## src/rtl/pending_encoder_32x5_pkg.sv

```systemverilog
// Shared definitions for the pending-request encoder and its helper blocks.
package pending_encoder_32x5_pkg;

    localparam int NUM_LINES = 32;
    localparam int CODE_W    = 5;

    localparam logic [NUM_LINES-1:0] PEND_RST  = 32'h0000_0000;
    localparam logic [CODE_W-1:0]    CODE_RST  = 5'd0;
    localparam logic                 VALID_RST = 1'b0;

    // Presented-request output register
    typedef struct packed {
        logic              valid;
        logic [CODE_W-1:0] code;
    } out_reg_t;

    localparam out_reg_t OUT_RST = '{valid: VALID_RST, code: CODE_RST};

endpackage

```

## src/rtl/line_decoder_5x32.sv

```systemverilog
// 5-to-32 line decoder with enable; all outputs low when disabled.
module line_decoder_5x32
    import pending_encoder_32x5_pkg::*;
(
    input  logic                 en,
    input  logic [CODE_W-1:0]    sel,
    output logic [NUM_LINES-1:0] onehot
);

    logic [NUM_LINES-1:0] onehot_s;

    // Drive exactly one line for the selected index when enabled
    always_comb begin
        onehot_s = PEND_RST;
        if (en) begin
            onehot_s[sel] = 1'b1;
        end else begin
            onehot_s = PEND_RST;
        end
    end

    assign onehot = onehot_s;

endmodule

```

## src/rtl/prienc_32x5.sv

```systemverilog
// Combinational 32-to-5 priority encoder; bit 0 has the highest priority.
module prienc_32x5
    import pending_encoder_32x5_pkg::*;
(
    input  logic [NUM_LINES-1:0] vec,
    output logic [CODE_W-1:0]    idx,
    output logic                 any
);

    logic [CODE_W-1:0] idx_s;
    logic              any_s;

    // Scan from the top down so the lowest set index is the last one written
    always_comb begin
        idx_s = CODE_RST;
        any_s = 1'b0;
        for (int i = NUM_LINES - 1; i >= 0; i--) begin
            if (vec[i]) begin
                idx_s = CODE_W'(i);
                any_s = 1'b1;
            end else begin
                idx_s = idx_s;
                any_s = any_s;
            end
        end
    end

    assign idx = idx_s;
    assign any = any_s;

endmodule

```

## src/rtl/pending_encoder_32x5.sv

```systemverilog
// Captures event pulses into pending bits and presents the highest-priority
// enabled pending line with a valid/ack handshake. State updates on negedge.
module pending_encoder_32x5
    import pending_encoder_32x5_pkg::*;
(
    input  logic                 clk,
    input  logic                 reset,
    input  logic [NUM_LINES-1:0] req,
    input  logic [NUM_LINES-1:0] mask,
    input  logic                 ack,
    output logic                 valid,
    output logic [CODE_W-1:0]    code,
    output logic [NUM_LINES-1:0] pending
);

    logic [NUM_LINES-1:0] pending_r;
    out_reg_t             out_r;

    logic                 handshake_s;
    logic                 load_s;
    logic [NUM_LINES-1:0] clr_s;
    logic [NUM_LINES-1:0] pending_next_s;
    logic [NUM_LINES-1:0] eligible_s;
    logic [CODE_W-1:0]    enc_idx_s;
    logic                 enc_any_s;

    assign handshake_s = out_r.valid & ack;
    // The output register reloads when idle or when its request retires;
    // otherwise the presented code is held even if MASK or priorities change.
    assign load_s      = ~out_r.valid | handshake_s;

    line_decoder_5x32 u_clr_dec (
        .en     (handshake_s),
        .sel    (out_r.code),
        .onehot (clr_s)
    );

    // A new request on the line being retired wins over the clear
    assign pending_next_s = (pending_r & ~clr_s) | req;
    assign eligible_s     = pending_next_s & mask;

    prienc_32x5 u_prienc (
        .vec (eligible_s),
        .idx (enc_idx_s),
        .any (enc_any_s)
    );

    // Pending capture register; masked bits stay pending
    always_ff @(negedge clk) begin
        if (reset) begin
            pending_r <= PEND_RST;
        end else begin
            pending_r <= pending_next_s;
        end
    end

    // Presented-request register, loaded from pending_next so a fresh pulse
    // is visible right after the edge that captures it
    always_ff @(negedge clk) begin
        if (reset) begin
            out_r <= OUT_RST;
        end else if (load_s) begin
            out_r.valid <= enc_any_s;
            out_r.code  <= enc_any_s ? enc_idx_s : CODE_RST;
        end else begin
            out_r <= out_r;
        end
    end

    assign valid   = out_r.valid;
    assign code    = out_r.code;
    assign pending = pending_r;

endmodule
```

## config.mk

```make
export PLATFORM = sky130hd
export DESIGN_NAME = pending_encoder_32x5
export DESIGN_NICKNAME = d
export VERILOG_FILES = /design/src/rtl/pending_encoder_32x5_pkg.sv /design/src/rtl/line_decoder_5x32.sv /design/src/rtl/prienc_32x5.sv /design/src/rtl/pending_encoder_32x5.sv
export SDC_FILE = /design/constraint.sdc
export NUM_CORES = 1
export LEC_CHECK = 0
export ABC_CLOCK_PERIOD_IN_PS = 2550
export BUFFER_PORTS_ARGS = -buffer_cell sky130_fd_sc_hd__clkbuf_2
export CORE_MARGIN = 4
export CORE_UTILIZATION = 31
export DETAILED_ROUTE_END_ITERATION = 10
export GPL_ROUTABILITY_DRIVEN = 0
export HOLD_SLACK_MARGIN = 0.05
export PLACE_DENSITY_LB_ADDON = 0.3
export SLEW_MARGIN = 5
export SYNTH_ARGS = -nofsm -noshare
export SYNTH_HDL_FRONTEND = slang
export SYNTH_SLANG_ARGS = --single-unit
```

## constraint.sdc

```tcl
create_clock -name clk -period 2.55 [get_ports clk]
set_input_delay 0.255 -clock clk [delete_from_list [all_inputs] [get_ports clk]]
set_output_delay 0.255 -clock clk [all_outputs]
set_load 0.02 [all_outputs]
```

==> flow_metrics.py <==
metrics = {
    "power_and_ir_drop": {
        "power_density_nw_per_um2": 476.9,
        "p_leak_nw": 2.134,
        "irDropWorstVdd_uv": 231.4,
    },
    "placement": {
        "portBuffers": 104,
        "dp_cells": 618,
        "dp_hpwl_mm": 6.907,
    },
    "grt": {
        "grt_max_degree": 17,
        "grt_pass1_wl_mm": 14.69,
        "grt_use_total_pct": 18.44,
        "grt_pass1_vias": 3392,
        "antenna_found_initial": 0,
        "overflow": 0,
    },
    "synthesis": {
        "syn_avg_cell_area_sq_um": 7.093,
        "yosys_warnings": 0,
        "synth.distinct_cells": 52,
        "synthFlopType": "dfxtp_1",
        "netlist_instances": 344,
        "yosysMostFrequentCell": "nor2_1",
        "synthDominantCellAreaShare_pct": 31.18,
        "ys_ff_latch": 38,
        "syn-cell-area_sq_um": 2440,
        "yosys-top-cells-count": "nor2_1, a21oi_1, dfxtp_1, nand2_1, o21ai_0",
        "synth-async-reset-ratio_pct": 0,
        "syn_nets": 411,
        "ys_seq_area_share_pct": 31.18,
        "synth_edf_count": 0,
        "yosys-top-cells-area": "dfxtp_1, a21oi_1, o21ai_0, nor2_1, nand2_1",
        "synth_top_area_cell": "dfxtp_1",
    },
    "final_layout": {
        "final_cells": 672,
        "fin_nets": 636,
        "drive_above_1_share_pct": 43.51,
        "area_growth_pct": 70.51,
        "antennaDiodeCount": 0,
    },
    "outcome": {
        "outcome": "finished, violations left",
        "violations": "negative setup slack",
    },
    "drt": {
        "dr.pass1.iters": 4,
        "final_antenna_net_count": 0,
        "via_count": 3323,
        "routedWlPerCell_microns": 13.40,
        "drcViolationCount": 0,
        "drtIter0Drc": 97,
        "viasPerCell": 4.945,
        "totalWireLength_mm": 9.004,
    },
    "critical_path": {
        "regToRegEndpoint": "code[2]",
        "cp_max_fo": 7,
        "startpoint_type": "input port",
        "slowest_delay_ns": 0.57,
        "cpMaxStageDelayCell": "or4bb_4",
        "r2r_setup_slack_ns": -0.18,
        "worstReg2RegStart": "code[1]",
        "criticalPathCategory": "input port to flop",
        "reg2regPathDepth": 8,
        "arrival_ns": 2.32,
        "crit_chain": "buf_8 > and4bb_4 > a31oi_4 > or4bb_4 > or4b_4 > nor3_4 > or3b_4 > o41ai_2",
        "setup.worst_path.end_class": "flop",
        "cp.required_ns": 1.51,
    },
    "clock_tree": {
        "h-tree-depth": 2,
        "cts_tree": "done",
        "clk_path_buf_depth": 2,
        "clk_latency_ns": 0.37,
        "clockRootBuffer": "clkbuf_8",
        "cts_hold_buf": 0,
        "cts_sinks": 38,
        "cts_buffers": 5,
        "clk_pin_slew_ns": 0.04,
    },
    "hold_path": {
        "min_path_type": "flop to flop",
        "hold_path_depth": 2,
        "min_to": "pending[2]",
        "hp-start": "pending[2]",
    },
    "die": {
        "die_area_sq_um": 9354,
        "initial_core_util_pct": 31.74,
        "die_y_microns": 96.72,
        "core-area_sq_um": 7687,
        "row_count": 32,
        "num_io_pins": 105,
        "die_w_microns": 96.72,
    },
    "timing": {
        "fin_skew_ns": 0.02548,
        "timing_hold_violations_final": 0,
        "slew_violations": 0,
        "setup_viol": 7,
        "tightest_slew_ns": 0.3587,
        "rsz0062_at_grt": "yes",
        "hold_slack_ns": 0.4899,
        "fin_ws_ns": -0.8064,
        "relSlewSlack_pct": 75.83,
    },
    "run": {
        "drv_cap": 0,
    },
}
-- worst max-delay path, delay by kind of cell --
kind                   cells  cell delay [ns]
buffers and inverters      1             0.09
AOI/OAI and AO/OA          2             0.18
and+or+nand+nor            5             1.80
-- area by class of cell --
class	instances	area, sq um
flip-flops and latches	38	779.5
clock inverters	41	186.4
multi-input cells	261	1604
clock buffers	5	68.82
well taps	102	127.6
inverters	25	93.84
repair buffers	200	1300
fillers	788	3527
-- where the power goes --
group / internal [mW] / total, mW / leakage, nW / switching (mW)
Combinational: 0.270 / 0.540 / 1.56 / 0.270
Sequential: 0.637 / 0.671 / 0.321 / 0.0340
Clock: 0.369 / 0.772 / 0.257 / 0.403
Total: 1.28 / 1.98 / 2.13 / 0.707
-- worst max-delay path by stage --
stage               cells past startpoint       to  from  slack, ns
floorplan                               8  code[2]   ack      -0.92
global placement                        9  code[2]   ack      -1.27
detailed placement                      9  code[2]   ack      -1.35
CTS                                     8  code[2]   ack      -0.85
global route                            8  code[2]   ack      -0.83
finish                                  8  code[2]   ack      -0.81
-- registers in the layout (all words and copies together) (netlist names) --
register  cells
pending      32
code          5
valid         1
-- layer usage --
layer	part of all wire [%]	routed length [microns]	GRT usage [%]
met3	6.3	566	6.489
met4	2.4	216	7.883
met2	49	4426	30.84
met1	42	3795	21.24
met5	0	0	0
-- cell usage in the layout, fill, tap and decap left out, types with 3 or more instances in the layout --
cell / instances
nor3_1: 4
a211oi_1: 4
a31o_2: 11
inv_1: 63
buf_4: 89
clkbuf_2: 98
buf_6: 9
a21oi_1: 38
dfxtp_1: 33
nand2b_1: 5
a21o_1: 4
nor2_1: 46
a31oi_1: 16
a31oi_4: 4
nand2_1: 38
clkbuf_8: 6
o21ai_0: 36
nand3_1: 7
dfxtp_4: 5
nor2b_1: 3
-- stage by stage --
stage	area [sq um]	TNS (ns)	total power, mW	utilization [%]	worst slack, ns
2_1_floorplan	2552	-4.741	1.025	-	-0.9199
3_3_place_gp	3741	-8.245	1.280	48.67	-1.274
3_5_place_dp	3741	-9.076	1.288	48.67	-1.349
4_1_cts	4085	-4.689	2.001	53.14	-0.8466
5_1_grt	4160	-4.698	2.142	54.12	-0.8338
6_report	4160	-4.366	1.984	54.12	-0.8064
-- cells by family after synthesis --
family	share of synthesized area (%)
buffers and inverters	7.589
AOI/OAI and AO/OA	33.13
DFF	31.18
and+or+nand+nor	28.10
-- what timing repair did --
| item | CTS | global route |
|---|---|---|
| setup buffers | 8 | 3 |
| gates resized for setup | 19 | 19 |
| pin swaps | 7 | 7 |
| endpoints found under the setup margin | 12 | 11 |
| endpoints found under the hold margin | 0 | 0 |
Note: power is estimated with default switching activity, not from simulation.
